<file path="src/rtl/spi_frame_engine_if.sv">
// SPI pins and register-bank bus for the SPI target frame engine.
// The slave modport is the engine side; master is the pad/register side.
interface spi_frame_engine_if #(
  parameter int REG_WIDTH  = 8,
  parameter int ADDR_WIDTH = 4
);
  logic                  spi_cs_n;
  logic                  spi_clk;
  logic                  spi_mosi;
  logic                  spi_miso;
  logic                  wr_en;
  logic [ADDR_WIDTH-1:0] wr_addr;
  logic [REG_WIDTH-1:0]  wr_data;
  logic [ADDR_WIDTH-1:0] rd_addr;
  logic [REG_WIDTH-1:0]  rd_data;
  logic                  frame_err;

  modport slave (
    input  spi_cs_n,
    input  spi_clk,
    input  spi_mosi,
    input  rd_data,
    output spi_miso,
    output wr_en,
    output wr_addr,
    output wr_data,
    output rd_addr,
    output frame_err
  );

  modport master (
    output spi_cs_n,
    output spi_clk,
    output spi_mosi,
    output rd_data,
    input  spi_miso,
    input  wr_en,
    input  wr_addr,
    input  wr_data,
    input  rd_addr,
    input  frame_err
  );
endinterface

</file>
<file path="src/rtl/spi_frame_engine.sv">
// SPI target frame engine: command byte + data byte, register write
// strobe on write frames, status word shifted out MSB-first on reads.
module spi_frame_engine #(
  parameter int REG_WIDTH  = 8,
  parameter int ADDR_WIDTH = 4
) (
  input  logic                    clk,
  input  logic                    rst,
  input  logic                    ena,
  input  logic [1:0]              mode,
  spi_frame_engine_if.slave       bus
);

  localparam int CW = $clog2(REG_WIDTH);
  localparam logic [CW-1:0] LAST = CW'(REG_WIDTH - 1);

  typedef enum logic [2:0] {
    S_IDLE,
    S_CMD,
    S_RDLOAD,
    S_DATA,
    S_DONE
  } state_t;

  state_t                state_q, state_d;
  logic                  sclk_q, sclk_d;
  logic                  cpol_q, cpol_d;
  logic                  cpha_q, cpha_d;
  logic                  armed_q, armed_d;
  logic [CW-1:0]         bit_cnt_q, bit_cnt_d;
  logic [REG_WIDTH-1:0]  rx_q, rx_d;
  logic [REG_WIDTH-1:0]  tx_q, tx_d;
  logic                  rw_q, rw_d;
  logic [ADDR_WIDTH-1:0] addr_q, addr_d;
  logic [ADDR_WIDTH-1:0] rd_addr_q, rd_addr_d;
  logic                  wr_en_q, wr_en_d;
  logic [ADDR_WIDTH-1:0] wr_addr_q, wr_addr_d;
  logic [REG_WIDTH-1:0]  wr_data_q, wr_data_d;
  logic                  err_q, err_d;

  logic                  rise;
  logic                  fall;
  logic                  smp;
  logic                  sft;
  logic                  last;
  logic [REG_WIDTH-1:0]  rx_nxt;

  assign rise   = bus.spi_clk & ~sclk_q;
  assign fall   = ~bus.spi_clk & sclk_q;
  assign smp    = (cpol_q == cpha_q) ? rise : fall;
  assign sft    = (cpol_q == cpha_q) ? fall : rise;
  assign last   = (bit_cnt_q == LAST);
  assign rx_nxt = {rx_q[REG_WIDTH-2:0], bus.spi_mosi};

  always_comb begin
    state_d   = state_q;
    sclk_d    = bus.spi_clk;
    cpol_d    = cpol_q;
    cpha_d    = cpha_q;
    armed_d   = armed_q;
    bit_cnt_d = bit_cnt_q;
    rx_d      = rx_q;
    tx_d      = tx_q;
    rw_d      = rw_q;
    addr_d    = addr_q;
    rd_addr_d = rd_addr_q;
    wr_en_d   = 1'b0;
    wr_addr_d = wr_addr_q;
    wr_data_d = wr_data_q;
    err_d     = 1'b0;
    if (ena) begin
      // A new frame needs cs_n seen high first (e.g. after a mid-frame reset).
      if (bus.spi_cs_n) armed_d = 1'b1;
      unique case (state_q)
        S_IDLE: begin
          if (!bus.spi_cs_n && armed_q) begin
            state_d   = S_CMD;
            cpol_d    = mode[1];
            cpha_d    = mode[0];
            bit_cnt_d = '0;
            rx_d      = '0;
            tx_d      = '0;
          end
        end
        S_CMD: begin
          if (bus.spi_cs_n) begin
            state_d = S_IDLE;
            err_d   = (bit_cnt_q != '0);
          end else if (smp) begin
            rx_d      = rx_nxt;
            bit_cnt_d = bit_cnt_q + CW'(1);
            if (last) begin
              rw_d      = rx_nxt[REG_WIDTH-1];
              addr_d    = rx_nxt[ADDR_WIDTH-1:0];
              rd_addr_d = rx_nxt[ADDR_WIDTH-1:0];
              bit_cnt_d = '0;
              state_d   = rx_nxt[REG_WIDTH-1] ? S_DATA : S_RDLOAD;
            end
          end
        end
        S_RDLOAD: begin
          if (bus.spi_cs_n) begin
            state_d = S_IDLE;
            err_d   = 1'b1;
          end else begin
            tx_d    = bus.rd_data;
            state_d = S_DATA;
          end
        end
        S_DATA: begin
          if (bus.spi_cs_n) begin
            state_d = S_IDLE;
            err_d   = 1'b1;
          end else if (smp) begin
            rx_d      = rx_nxt;
            bit_cnt_d = bit_cnt_q + CW'(1);
            if (last) begin
              state_d = S_DONE;
              if (rw_q) begin
                wr_en_d   = 1'b1;
                wr_addr_d = addr_q;
                wr_data_d = rx_nxt;
              end
            end
          end else if (sft && bit_cnt_q != '0) begin
            // No shift before the first sample keeps the MSB on the line.
            tx_d = tx_q << 1;
          end
        end
        S_DONE: begin
          if (bus.spi_cs_n) state_d = S_IDLE;
        end
        default: state_d = S_IDLE;
      endcase
    end
  end

  always_ff @(posedge clk) begin
    if (rst) begin
      state_q   <= S_IDLE;
      sclk_q    <= 1'b0;
      cpol_q    <= 1'b0;
      cpha_q    <= 1'b0;
      armed_q   <= 1'b0;
      bit_cnt_q <= '0;
      rx_q      <= '0;
      tx_q      <= '0;
      rw_q      <= 1'b0;
      addr_q    <= '0;
      rd_addr_q <= '0;
      wr_en_q   <= 1'b0;
      wr_addr_q <= '0;
      wr_data_q <= '0;
      err_q     <= 1'b0;
    end else begin
      state_q   <= state_d;
      sclk_q    <= sclk_d;
      cpol_q    <= cpol_d;
      cpha_q    <= cpha_d;
      armed_q   <= armed_d;
      bit_cnt_q <= bit_cnt_d;
      rx_q      <= rx_d;
      tx_q      <= tx_d;
      rw_q      <= rw_d;
      addr_q    <= addr_d;
      rd_addr_q <= rd_addr_d;
      wr_en_q   <= wr_en_d;
      wr_addr_q <= wr_addr_d;
      wr_data_q <= wr_data_d;
      err_q     <= err_d;
    end
  end

  assign bus.spi_miso  = tx_q[REG_WIDTH-1] & ~rw_q &
                         (state_q inside {S_RDLOAD, S_DATA, S_DONE});
  assign bus.wr_en     = wr_en_q & ena;
  assign bus.frame_err = err_q & ena;
  assign bus.wr_addr   = wr_addr_q;
  assign bus.wr_data   = wr_data_q;
  assign bus.rd_addr   = rd_addr_q;

endmodule

</file>
<file path="src/flat_wrapper.sv">
// flat-port wrapper written by rule: the top's interface ports become plain ports
module spi_frame_engine_flat 
#(
  parameter int REG_WIDTH  = 8,
  parameter int ADDR_WIDTH = 4
)
  (clk, rst, ena, mode, bus_spi_cs_n, bus_spi_clk, bus_spi_mosi, bus_rd_data, bus_spi_miso, bus_wr_en, bus_wr_addr, bus_wr_data, bus_rd_addr, bus_frame_err);
  spi_frame_engine_if #(.REG_WIDTH(REG_WIDTH), .ADDR_WIDTH(ADDR_WIDTH)) bus_i ();
  input  logic clk;
  input  logic rst;
  input  logic ena;
  input  logic [1:0] mode;
  input wire logic [$bits(bus_i.spi_cs_n)-1:0] bus_spi_cs_n;
  input wire logic [$bits(bus_i.spi_clk)-1:0] bus_spi_clk;
  input wire logic [$bits(bus_i.spi_mosi)-1:0] bus_spi_mosi;
  input wire logic [$bits(bus_i.rd_data)-1:0] bus_rd_data;
  output wire logic [$bits(bus_i.spi_miso)-1:0] bus_spi_miso;
  output wire logic [$bits(bus_i.wr_en)-1:0] bus_wr_en;
  output wire logic [$bits(bus_i.wr_addr)-1:0] bus_wr_addr;
  output wire logic [$bits(bus_i.wr_data)-1:0] bus_wr_data;
  output wire logic [$bits(bus_i.rd_addr)-1:0] bus_rd_addr;
  output wire logic [$bits(bus_i.frame_err)-1:0] bus_frame_err;
  assign bus_i.spi_cs_n = bus_spi_cs_n;
  assign bus_i.spi_clk = bus_spi_clk;
  assign bus_i.spi_mosi = bus_spi_mosi;
  assign bus_i.rd_data = bus_rd_data;
  assign bus_spi_miso = bus_i.spi_miso;
  assign bus_wr_en = bus_i.wr_en;
  assign bus_wr_addr = bus_i.wr_addr;
  assign bus_wr_data = bus_i.wr_data;
  assign bus_rd_addr = bus_i.rd_addr;
  assign bus_frame_err = bus_i.frame_err;
  spi_frame_engine #(.REG_WIDTH(REG_WIDTH), .ADDR_WIDTH(ADDR_WIDTH)) u_core (.clk(clk), .rst(rst), .ena(ena), .mode(mode), .bus(bus_i));
endmodule
</file>
<file path="config.mk">
export PLATFORM = sky130hd
export DESIGN_NAME = spi_frame_engine_flat
export DESIGN_NICKNAME = d
export VERILOG_FILES = /design/src/rtl/spi_frame_engine_if.sv /design/src/rtl/spi_frame_engine.sv /design/src/flat_wrapper.sv
export SDC_FILE = /design/constraint.sdc
export NUM_CORES = 1
export LEC_CHECK = 0
export ABC_AREA = 0
export BUFFER_PORTS_ARGS = -buffer_cell sky130_fd_sc_hd__buf_2
export CAP_MARGIN = 30
export CORE_MARGIN = 4
export CORE_UTILIZATION = 55
export CTS_CLUSTER_DIAMETER = 200
export DETAILED_ROUTE_END_ITERATION = 10
export GPL_TIMING_DRIVEN = 0
export PLACE_DENSITY = 0.76
export RECOVER_POWER = 25
export REMOVE_ABC_BUFFERS = 1
export SYNTH_ARGS = -nofsm -noshare
export SYNTH_HDL_FRONTEND = slang
export SYNTH_SLANG_ARGS = --single-unit
</file>
<file path="constraint.sdc">
create_clock -name clk -period 2.4 [get_ports clk]
set_input_delay 0.24 -clock clk [delete_from_list [all_inputs] [get_ports clk]]
set_output_delay 0.24 -clock clk [all_outputs]
set_load 0.03 [all_outputs]
</file>
### Yosys cells after proc, flatten, opt, wreduce, memory -nomap -nowiden

Index checks and enable logic that the tools add are counted.

| cells by class | value |
|---|---|
| add/subtract/negate cells | 1 |
| eq/ne operators | 21 |
| mux-type cells | 33 |
| bitwise logic cells | 14 |
| reductions and logical operators | 21 |

Operators by type and width:

| operator | number |
|---|---|
| 3-bit 2-to-1 mux | 14 |
| 8-bit 2-to-1 mux | 5 |
| 8-bit one-hot mux with 3 select lines | 1 |
| 7-bit AND reduction | 3 |
| 3-bit one-hot mux with 5 select lines | 1 |
| 7-bit 2-to-1 mux | 2 |
| 7-bit one-hot mux with 2 select lines | 1 |
| 2-bit != test (second input constant) | 6 |
| 3-bit by 2-bit != test with 1-bit output (second input constant) | 4 |
| 3-bit nonzero test | 4 |
| 2-bit by 1-bit != test with 1-bit output (second input constant) | 5 |
| 5-bit AND reduction | 2 |
| 3-bit one-hot mux with 3 select lines | 1 |
| 1-bit inverter | 8 |
| 1-bit bitwise AND | 6 |
| 3-bit by 2-bit == test with 1-bit output (second input constant) | 2 |
| 3-bit == test (second input constant) | 2 |
| 1-bit 2-to-1 mux | 6 |
| 6-bit AND reduction | 1 |
| 2-bit OR reduction | 3 |
| 6-bit OR reduction | 1 |
| 3-bit by 1-bit adder with 3-bit output (second input constant) | 1 |
| 3-bit by 1-bit == test with 1-bit output (second input constant) | 1 |
| 3-bit logical NOT | 1 |
| other kinds (8) | 9 |

| storage, ports and cells | value |
|---|---|
| flip-flop bits (word level) | 44 |
| input port bits | 16 |
| word-level logic and storage cells | 104 |

### Logic depth before layout (Yosys ltp)

| logic depth | value |
|---|---|
| depth after elaboration | 8 |
| gate-level depth with buffers | 7 |

### Least setup slack after synthesis

OpenSTA, ideal clock, no wires.

| timing | value |
|---|---|
| path type | flip-flop to output port |
| start point | register u_core.state_q[1] |
| end point | output port bus_spi_miso |
| arrival time | 1.512 ns |
| required time | 2.160 ns |
| setup slack | 0.648 ns |
| stages on the path, launching flop included | 5 |
| buffers on the path | 1 |
| path through | dfxtp_1 clkbuf_1 nor2_1 mux2i_1 nor3b_1 |

| on the way | value |
|---|---|
| longest elaborated chain between the ends | 3 |
| elaborated cells between the ends (all ways) | 5 |

RTL lines:

| element | RTL line | source |
|---|---|---|
| start, declared | spi_frame_engine.sv:25 | `state_t state_q, state_d;` |
| start signal, assigned | spi_frame_engine.sv:156 | `state_q <= state_d;` |
| 3-bit by 2-bit == test with 1-bit output / 3-bit == test (equally long branches) | spi_frame_engine.sv:175 | `(state_q inside {S_RDLOAD, S_DATA, S_DONE});` |
| 3-bit nonzero test * | spi_frame_engine.sv:175 |  |
| 1-bit bitwise AND * | spi_frame_engine.sv:174 | `assign bus.spi_miso = tx_q[REG_WIDTH-1] & ~rw_q &` |
| end, declared | flat_wrapper.sv:17 | `output wire logic [$bits(bus_i.spi_miso)-1:0] bus_spi_miso;` |

Every way passes the cells marked *; elsewhere a longest branch is shown, timed or not.

### Final worst setup path

| timing | value |
|---|---|
| start point | register u_core.state_q[2] |
| end point | register u_core.bit_cnt_q[0] |

| on the way | value |
|---|---|
| longest elaborated chain between the ends | 3 |
| elaborated cells between the ends (all ways) | 11 |

RTL lines:

| element | RTL line | source |
|---|---|---|
| 3-bit by 2-bit == test with 1-bit output (tied with other cells) | spi_frame_engine.sv:74 | `unique case (state_q)` |
| 2-bit by 1-bit != test with 1-bit output (no source line) (tied with other cells) | n/a |  |
| 7-bit AND reduction (no source line) | n/a |  |
| end signal, assigned | spi_frame_engine.sv:161 | `bit_cnt_q <= bit_cnt_d;` |
| end, declared | spi_frame_engine.sv:30 | `logic [CW-1:0] bit_cnt_q, bit_cnt_d;` |

Parallel ways exist; a longest one is shown, timed or not.
A chain may end at the register's enable or synchronous reset.

==> impl_metrics.tcl <==
set metrics [dict create \
    synth_flop_cell "dfxtp_1" \
    drt_first_pass_iters 5 \
    ys_seq_area_frac 0.387 \
    gr-usage-all-layers 0.194 \
    peakVddDrop_uv 306 \
    finalWirelength_um 5000 \
    antenna_found_initial 0 \
    drv_slew 0 \
    io_buffers 34 \
    ctsLongestPathBuffers 2 \
    synth_edf_count 0 \
    cp_max_fo 23 \
    synth.distinct_cells 39 \
    drc 0 \
    hold_path_class "primary input to flip-flop" \
    io_pins 35 \
    post_cts_buffers 0 \
    die_h_um 72.3 \
    grt_pass1_vias 1859 \
    highest_layer "met4" \
    start_util 0.569 \
    clk_latency_ns 0.30 \
    core_um2 4000 \
    post-route-min-period_ns 2.03 \
    grt_max_degree 29 \
    cap_viol_max_count 0 \
    crit_family "simple AND/OR/NAND/NOR gates" \
    grt-ovfl-total 0 \
    clock_sinks 44 \
    skew_ns 0.0112 \
    cts-htree-levels 2 \
    relSlewSlack 0.155 \
    viasPerCell 5.86 \
    finalSetupViolations 0 \
    placedCellCount 331 \
    crit_chain "or3b_1 > or4_1 > a31oi_1" \
    cp.required_ns 2.60 \
    tightest_slew_ns 1.27 \
    fmax_ghz 0.493 \
    die_w_um 72.3 \
    gp_congestion 0.787 \
    cts_tree "done" \
    antenna_left 0 \
    async_flop_share 0 \
    rows 23 \
    ys_seq_elements 44 \
    arrival_ns 2.23 \
    die_area_um2 5230 \
    startpoint_type "flip-flop" \
    dp_hpwl_um 3330 \
    diodes 0 \
    cp_slowest_cell "or3b_1" \
    wl_per_cell_um 14.8 \
    fin_nets 307 \
    clockRootBuffer "clkbuf_8" \
    critPathBufInv 0 \
    wl_met2_um 2380 \
    grt_pass1_wl_um 8180 \
    fin_cells 339 \
    path_clk_slew_ns 0.09 \
    yosysWarnings 0 \
    vias 1987 \
    power_density_nw_per_um2 556 \
    fin_crit_sh 0.846 \
    syn_inst 268 \
    drive_above_1_share 0.125 \
    slowest_delay_ns 0.74 \
    syn_area_um2 2280 \
    p_leak_uw 0.00100 \
    cts_made_buffers 5 \
    worst_setup_path_end_kind "flip-flop" \
    outcome "completed" \
    drtIter0Drc 170 \
    postLayoutCoreUtil 0.627 \
    met3_wirelength_um 245 \
    area_growth_syn_to_layout_pct 10.2 \
    met1_length_um 2330 \
    hold_viol_final 0 \
    rsz0062_at_grt "no" \
    syn_avg_cell_area_um2 8.49 \
    critPathKind "flip-flop to flip-flop" \
]
where the power goes:
part           total [uW]  internal (uW)  switching [uW]
clock network         566            308             258
logic                88.4           28.6            59.9
registers             740            733            7.10
total                1390           1070             325
layer usage:
layer / GRT usage / up-vias
li1: - / 1001
met2: 0.315 / 47
met4: 0.0647 / 0
met5: 0 / -
met3: 0.0471 / 6
met1: 0.252 / 933
layout by cell type (no fill, tap or decap), types with 3 or more instances in the layout:
| cell type | count |
|---|---|
| nor4_1 | 3 |
| nor2b_1 | 17 |
| nor3b_1 | 3 |
| a32oi_1 | 7 |
| clkbuf_8 | 5 |
| ha_1 | 3 |
| inv_1 | 4 |
| buf_2 | 21 |
| a21oi_1 | 5 |
| nor2_1 | 14 |
| clkbuf_1 | 14 |
| a31oi_1 | 11 |
| a222oi_1 | 7 |
| nand2_1 | 47 |
| dfxtp_1 | 43 |
| nand3_1 | 21 |
| mux2i_1 | 30 |
| o31ai_1 | 3 |
| nand2b_1 | 3 |
cells in the mapped netlist (all sizes together) (2+ instances only):
master	count	area, um^2
dfxtp	44	881
nand4	2	12.5
and3	2	12.5
o31ai	3	22.5
buf	10	56.3
or3b	2	17.5
mux2	2	22.5
ha	3	37.5
and2	3	18.8
and4	2	17.5
nand3	21	105
nor3b	3	22.5
a31oi	11	68.8
nor2b	17	106
clkbuf	12	45.0
nor4	3	18.8
a21oi	5	25.0
inv	5	18.8
nor2	14	52.6
a32oi	7	61.3
and3b	2	17.5
nand2b	3	18.8
a222oi	7	70.1
nand2	47	176
mux2i	30	300
what timing repair did:
action                                  4_1_cts  5_1_grt
hold buffers                                  0        0
endpoints found under the setup margin        0        1
gates resized for setup                       0        1
path summary, 6_finish.rpt:
check                              from                    end  slack [ns]  cells past startpoint
hold / removal                  mode[1]          u_core.cpol_q        0.19                      3
setup / recovery      u_core.state_q[2]    u_core.bit_cnt_q[0]        0.37                      3
setup reg to reg      u_core.state_q[2]    u_core.bit_cnt_q[0]        0.37                      3
hold reg to reg   u_core.bus.wr_data[0]  u_core.bus.wr_data[0]        0.46                      2
worst reg2reg max path: stages (launching register included):
cell and delay, ns:
dfxtp_1 0.39, or3b_1 0.74, or4_1 0.62, a31oi_1 0.18
logic make-up after synthesis:
kind of cell	share of synthesized area
flip-flops	0.387
multiplexers	0.142
XOR/XNOR	0.00715
AO/OA/AOI/OAI	0.129
AND/OR/NAND/NOR	0.266
adder cells (fa/ha/maj)	0.0165
buffers and inverters	0.0528
sequential cells by signal (all words and copies together) (netlist names):
| signal | flops |
|---|---|
| u_core.rw_q | 1 |
| u_core.bit_cnt_q | 3 |
| u_core.cpha_q | 1 |
| u_core.err_q | 1 |
| u_core.wr_en_q | 1 |
| u_core.addr_q | 4 |
| u_core.cpol_q | 1 |
| u_core.armed_q | 1 |
| u_core.sclk_q | 1 |
| u_core.bus.wr_addr | 4 |
| u_core.state_q | 3 |
| u_core.tx_q | 8 |
| u_core.rx_q | 7 |
| u_core.bus.wr_data | 8 |
area by class of cell:
cell class | count | area [um^2]
clock buffers | 5 | 68.8
clock inverters | 3 | 42.5
flip-flops and latches | 44 | 882
fillers | 353 | 1490
well taps | 50 | 62.6
repair buffers | 35 | 158
inverters | 5 | 18.8
multi-input cells | 197 | 1270
through the flow:
stage               area, um^2  hold WS (ns)  worst slack [ns]  setup TNS, ns  power [uW]
global placement          2410         0.442            -0.198          -1.96         844
floorplan                 2170         0.309             0.499              0         805
global route              2510         0.222             0.213              0        1440
detailed placement        2410         0.448             0.166              0         845
finish                    2510         0.192             0.371              0        1390
CTS                       2520         0.180             0.113              0        1400
Note: power is estimated with default switching activity, not from simulation.
